<file path="config.mk">
export PLATFORM = sky130hd
export DESIGN_NAME = if_stage
export DESIGN_NICKNAME = d
export VERILOG_FILES = /design/src/rtl/if_stage.sv
export SDC_FILE = /design/constraint.sdc
export NUM_CORES = 1
export LEC_CHECK = 0
export ABC_AREA = 1
export CORE_ASPECT_RATIO = 0.5
export CORE_UTILIZATION = 35
export CTS_CLUSTER_SIZE = 14
export DETAILED_ROUTE_END_ITERATION = 10
export SKIP_CTS_REPAIR_TIMING = 1
export SLEW_MARGIN = 20
export SYNTH_ARGS = -nofsm -noshare
export SYNTH_HDL_FRONTEND = slang
export SYNTH_SLANG_ARGS = --single-unit
</file>
<file path="constraint.sdc">
create_clock -name clk_i -period 2.2 [get_ports clk_i]
set_input_delay 0.44 -clock clk_i [delete_from_list [all_inputs] [get_ports clk_i]]
set_output_delay 0.44 -clock clk_i [all_outputs]
set_load 0.02 [all_outputs]
</file>
<file path="src/rtl/if_stage.sv">
// Instruction-fetch stage: PC register, IF/ID pipeline register and
// performance counters for a classic five-stage pipeline front end.
// Redirects (jump or taken branch) squash the IF/ID slot and cost one bubble.
// Load-use stalls freeze the PC and IF/ID. When start_i is low, everything holds.
module if_stage (
   input  logic        clk_i,
   input  logic        rst_i,
   input  logic        start_i,
   input  logic        stall_i,
   input  logic        jump_i,
   input  logic        branch_taken_i,
   input  logic [31:0] branch_target_i,
   output logic [31:0] imem_addr_o,
   input  logic [31:0] imem_data_i,
   output logic [31:0] pc_o,
   output logic [31:0] if_id_instr_o,
   output logic [31:0] if_id_pc4_o,
   output logic        if_id_valid_o,
   output logic [31:0] stall_cnt_o,
   output logic [31:0] flush_cnt_o,
   output logic [31:0] cycle_cnt_o
);

   logic        flush;
   logic [31:0] pc_plus4;
   logic [31:0] jump_target;
   logic [31:0] redirect_pc;

   // Next-PC candidates and the redirect decision; a jump beats a taken branch.
   always_comb begin
      flush       = jump_i | branch_taken_i;
      pc_plus4    = pc_o + 32'd4;
      jump_target = {if_id_pc4_o[31:28], if_id_instr_o[25:0], 2'b00};
      if (jump_i) begin
         redirect_pc = jump_target;
      end else begin
         redirect_pc = {branch_target_i[31:2], 2'b00};
      end
   end

   assign imem_addr_o = pc_o;

   // PC register: redirect, hold on stall/idle, otherwise advance by one word.
   always_ff @(posedge clk_i) begin
      if (rst_i) begin
         pc_o <= '0;
      end else if (start_i) begin
         if (flush) begin
            pc_o <= redirect_pc;
         end else if (!stall_i) begin
            pc_o <= {pc_plus4[31:2], 2'b00};
         end
      end
   end

   // IF/ID register: a redirect inserts a nop bubble, a stall holds the slot.
   always_ff @(posedge clk_i) begin
      if (rst_i) begin
         if_id_instr_o <= '0;
         if_id_pc4_o   <= '0;
         if_id_valid_o <= 1'b0;
      end else if (start_i) begin
         if (flush) begin
            if_id_instr_o <= '0;
            if_id_pc4_o   <= '0;
            if_id_valid_o <= 1'b0;
         end else if (!stall_i) begin
            if_id_instr_o <= imem_data_i;
            if_id_pc4_o   <= pc_plus4;
            if_id_valid_o <= 1'b1;
         end
      end
   end

   // Free-running wrap-around counters; a flush masks a coincident stall.
   always_ff @(posedge clk_i) begin
      if (rst_i) begin
         stall_cnt_o <= '0;
         flush_cnt_o <= '0;
         cycle_cnt_o <= '0;
      end else if (start_i) begin
         cycle_cnt_o <= cycle_cnt_o + 32'd1;
         if (flush) begin
            flush_cnt_o <= flush_cnt_o + 32'd1;
         end else if (stall_i) begin
            stall_cnt_o <= stall_cnt_o + 32'd1;
         end
      end
   end

endmodule
</file>
==> flow_summary.html <==
<table>
<tr><th>Metric</th><th>Value</th></tr>
<tr><th colspan="2">Hold path</th></tr>
<tr><td>Hold WC Path Type</td><td>reg2reg</td></tr>
<tr><td>Hold endpoint</td><td>if_id_pc4_o[5]$_SDFFE_PP0P_</td></tr>
<tr><td>Number of cells traversed by the worst hold path</td><td>2</td></tr>
<tr><td>Hold_sp</td><td>if_id_pc4_o[5]$_SDFFE_PP0P_</td></tr>
<tr><th colspan="2">Place</th></tr>
<tr><td>Setup slack at placement</td><td>-26.3 ps</td></tr>
<tr><td>Detailed placement HPWL</td><td>~24 mm</td></tr>
<tr><td>Area post-placement</td><td>0.0133 mm²</td></tr>
<tr><td>GP Congestion</td><td>approximately 0.85</td></tr>
<tr><td># port buffers</td><td>286</td></tr>
<tr><th colspan="2">Job</th></tr>
<tr><td>Max-Cap Viols</td><td>0</td></tr>
<tr><th colspan="2">Route</th></tr>
<tr><td>Vias per std cell</td><td>roughly 4.7</td></tr>
<tr><td>Detailed Route WL</td><td>32.8 mm</td></tr>
<tr><td>Antenna Nets Post-Route</td><td>0</td></tr>
<tr><td>WL per Instance</td><td>~15 µm</td></tr>
<tr><td>Total number of vias</td><td>10,300</td></tr>
<tr><td>Detailed-route DRC error count</td><td>0</td></tr>
<tr><td>Number of detailed-route iterations in the first pass</td><td>5</td></tr>
<tr><td>Count of routing violations after the opening detailed-route iteration</td><td>~770</td></tr>
<tr><th colspan="2">STA</th></tr>
<tr><td>Total count of hold-check failures in the final report</td><td>0</td></tr>
<tr><td>Max transition margin</td><td>0.540</td></tr>
<tr><td>Endpoints failing setup</td><td>0</td></tr>
<tr><td>Clock skew after layout</td><td>11.7 ps</td></tr>
<tr><td>Actual slew at the worst max-slew pin</td><td>689 ps</td></tr>
<tr><td>Final Cycle Share</td><td>0.954</td></tr>
<tr><td>Accumulated negative setup slack</td><td>0 ps</td></tr>
<tr><td>Setup repair after global routing missed its margin</td><td>false</td></tr>
<tr><td>Max Slew Vio Count</td><td>0</td></tr>
<tr><td>Tmin final</td><td>2100 ps</td></tr>
<tr><td>Highest clock frequency the design can meet</td><td>0.476 GHz</td></tr>
<tr><td>Final worst setup slack</td><td>100 ps</td></tr>
<tr><th colspan="2">Global routing</th></tr>
<tr><td>Total global routing overflow</td><td>0</td></tr>
<tr><td>Largest net degree at the start of global routing</td><td>75</td></tr>
<tr><td>Initial antenna violation count</td><td>0</td></tr>
<tr><td>GRT Util Overall</td><td>0.226</td></tr>
<tr><td>Most Used Layer, Global Route</td><td>met2</td></tr>
<tr><td>Global-route track usage on met3</td><td>0.0421</td></tr>
<tr><td>Global-route wire length before repair</td><td>51.2 mm</td></tr>
<tr><td>Number of global-route vias before repair</td><td>9,420</td></tr>
<tr><td>Global routing met2 resource utilization</td><td>0.380</td></tr>
<tr><td>GR Layer Usage met1</td><td>0.294</td></tr>
<tr><th colspan="2">Setup path</th></tr>
<tr><td>Kind of start point of the critical path</td><td>register</td></tr>
<tr><td>Worst endpoint data arrival time</td><td>1660 ps</td></tr>
<tr><td>CP Max Fanout</td><td>7</td></tr>
<tr><td>Capture instance of the worst register-to-register path</td><td>flush_cnt_o[22]$_SDFFE_PP0P_</td></tr>
<tr><td>Crit path cell chain</td><td>clkdlybuf4s50_1</td></tr>
<tr><td>Worst Setup End Kind</td><td>primary output</td></tr>
<tr><td>Crit Path Category</td><td>reg2out</td></tr>
<tr><td>RR Startpoint</td><td>flush_cnt_o[0]$_SDFFE_PP0P_</td></tr>
<tr><td>Longest individual stage delay on the worst path</td><td>680 ps</td></tr>
<tr><td>Required time at the endpoint of the critical path</td><td>approximately 1800 ps</td></tr>
<tr><td>CP bufs+invs</td><td>1</td></tr>
<tr><td>Flop-to-flop setup slack</td><td>220 ps</td></tr>
<tr><td>Number of cells on the worst reg-to-reg path</td><td>10</td></tr>
<tr><td>Cell type group with the largest total delay on the critical path</td><td>buffers and inverters</td></tr>
<tr><td>Crit-path slowest cell</td><td>sky130_fd_sc_hd__clkdlybuf4s50_1</td></tr>
<tr><th colspan="2">Cells and area</th></tr>
<tr><td>Number of antenna diodes</td><td>0</td></tr>
<tr><td>Nets</td><td>1,859</td></tr>
<tr><td>Final cell area excluding filler cells</td><td>between 0.01 and 0.015 mm²</td></tr>
<tr><td>End-of-flow core utilization</td><td>0.497</td></tr>
<tr><td>Ratio of cells with drive above 1 in the final layout</td><td>0.0802</td></tr>
<tr><td>Area growth from synthesis to layout</td><td>38.6%</td></tr>
<tr><td>Most frequent cells in the layout</td><td>411 x sky130_fd_sc_hd__nand2_1, 284 x sky130_fd_sc_hd__clkdlybuf4s50_1, 240 x sky130_fd_sc_hd__nor2_1</td></tr>
<tr><td>Commonest non-fill, non-tap cell in the layout</td><td>sky130_fd_sc_hd__nand2_1</td></tr>
<tr><th colspan="2">Power and ir drop</th></tr>
<tr><td>Final Power</td><td>7.45 mW</td></tr>
<tr><td>Max VDD drop</td><td>611 µV</td></tr>
<tr><td>PwrDens</td><td>538 mW/mm²</td></tr>
<tr><td>Leakage Power</td><td>4.84 nW</td></tr>
<tr><th colspan="2">Clocking</th></tr>
<tr><td>Root Driver</td><td>sky130_fd_sc_hd__clkbuf_16</td></tr>
<tr><td>Reg clk slew, reported paths</td><td>70 ps</td></tr>
<tr><td>Number of clock sinks</td><td>around 190</td></tr>
<tr><td>Maximum clock path buffer count</td><td>2</td></tr>
<tr><td>Clock tree from TritonCTS</td><td>built</td></tr>
<tr><td>Number of buffers created by CTS</td><td>17</td></tr>
<tr><td>Source-to-sink clock delay at the later pin of the worst-skew pair</td><td>around 450 ps</td></tr>
<tr><td>Number of levels the H-tree was split into</td><td>4</td></tr>
<tr><th colspan="2">Synthesis</th></tr>
<tr><td>Main combinational cell family by area after synthesis</td><td>simple AND/OR/NAND/NOR gates</td></tr>
<tr><td>Synthesis warning total</td><td>0</td></tr>
<tr><td>Mapped Cells</td><td>1,516</td></tr>
<tr><td>XOR/XNOR Fraction of Synth Area</td><td>0.0123</td></tr>
<tr><td>Post-Synthesis Mean Instance Area</td><td>between 6 and 7 µm²</td></tr>
<tr><td>Post-synthesis sequential area ratio</td><td>0.379</td></tr>
<tr><td>Synthesized flop and latch total</td><td>between 150 and 200</td></tr>
<tr><td>Share of synthesized cell area in full adder, half adder and majority cells</td><td>0.00501</td></tr>
<tr><td>Post-synthesis mux area share</td><td>0.00501</td></tr>
<tr><td>Area of the mapped netlist</td><td>~0.01 mm²</td></tr>
<tr><td>Simple-gate portion of the synthesized area</td><td>0.349</td></tr>
<tr><td>Complex-gate fraction of the synthesized area</td><td>0.140</td></tr>
<tr><td>Count of distinct cell types in the synthesized netlist</td><td>45</td></tr>
<tr><th colspan="2">Floorplan</th></tr>
<tr><td>Initial core utilization</td><td>0.358</td></tr>
<tr><td>Core region area</td><td>~0.028 mm²</td></tr>
<tr><td>I/O pin cnt</td><td>295</td></tr>
<tr><td>Y dimension of the die</td><td>121 µm</td></tr>
<tr><td>Die footprint</td><td>around 0.029 mm²</td></tr>
<tr><td>Row count</td><td>43</td></tr>
<tr><td>Die W</td><td>241 µm</td></tr>
<tr><th colspan="2">Run status</th></tr>
<tr><td>Result of the run</td><td>finished, final reports clean</td></tr>
</table>
-- metal layers --
metal	vias up	wire, µm
li1	5372	-
met1	4665	15100
met2	222	15600
met3	30	1480
met4	0	538
met5	-	0
-- synth_stat cells, drive strengths merged --
master / number / area, µm²
o21ai: 49 / 249
nand2: 433 / 1680
nand3b: 10 / 75.1
o21bai: 2 / 15.0
conb: 1 / 3.75
nor3: 22 / 120
o32ai: 21 / 184
dfxtp: 189 / 3780
a31oi: 2 / 12.5
clkbuf: 34 / 128
o21ba: 1 / 10.0
nor3b: 4 / 30.0
mux2i: 5 / 50.1
buf: 52 / 395
o211ai: 2 / 15.0
and2: 1 / 6.26
o311ai: 2 / 17.5
inv: 152 / 571
and3: 2 / 12.5
nand4: 12 / 75.1
xor2: 11 / 96.3
ha: 4 / 50.1
nand3: 89 / 460
nor2: 251 / 1000
nor4: 2 / 12.5
xnor2: 3 / 26.3
or2: 2 / 12.5
a211oi: 1 / 7.51
o21a: 5 / 37.5
a21oi: 152 / 847
-- power by group --
group          leakage [nW]  internal (mW)  switching, mW
Sequential             1.53           3.48         0.0815
Combinational          3.06          0.412          0.488
Clock                 0.251           1.56           1.42
Total                  4.84           5.46           1.99
-- logic make-up after synthesis --
logic type               count (synthesis)
adder cells (fa/ha/maj)                  4
multiplexers                             5
flip-flops                             189
AO/OA/AOI/OAI                          237
other                                    1
AND/OR/NAND/NOR                        828
XOR/XNOR                                14
buffers and inverters                  238
-- worst max path at each step --
stage	cells after the start	slack (ps)	start	to
global placement	9	-3	branch_taken_i	stall_cnt_o[23]$_SDFFE_PP0P_
finish	1	100	imem_addr_o[27]$_SDFFE_PP0P_	pc_o[27]
CTS	1	50	imem_addr_o[27]$_SDFFE_PP0P_	pc_o[27]
detailed placement	9	-30	branch_taken_i	stall_cnt_o[23]$_SDFFE_PP0P_
global route	10	30	flush_cnt_o[0]$_SDFFE_PP0P_	flush_cnt_o[22]$_SDFFE_PP0P_
floorplan	10	450	flush_cnt_o[0]$_SDFFE_PP0P_	flush_cnt_o[22]$_SDFFE_PP0P_
-- area by class of cell --
cell class / instances / area, µm²
fillers: 2913 / 14000
multi-input cells: 1094 / 5140
flip-flops and latches: 189 / 3780
repair buffers: 331 / 3330
inverters: 152 / 571
well taps: 382 / 478
clock buffers: 18 / 439
clock inverters: 12 / 100
-- state kept, by name (all words and copies together), names as in the netlist --
register and flops:
cycle_cnt_o 32, flush_cnt_o 32, if_id_instr_o 32, stall_cnt_o 32, if_id_pc4_o 30, imem_addr_o 30
if_id_valid_o 1
-- stage by stage --
step | hold slack (ps) | cells
after floorplan | 532 | 1521
after global placement | 449 | 2148
after detailed placement | 454 | 2148
after CTS | 466 | 2178
after global routing | 480 | 2178
final | 463 | 2178
Power figures use the tool's default switching activity.
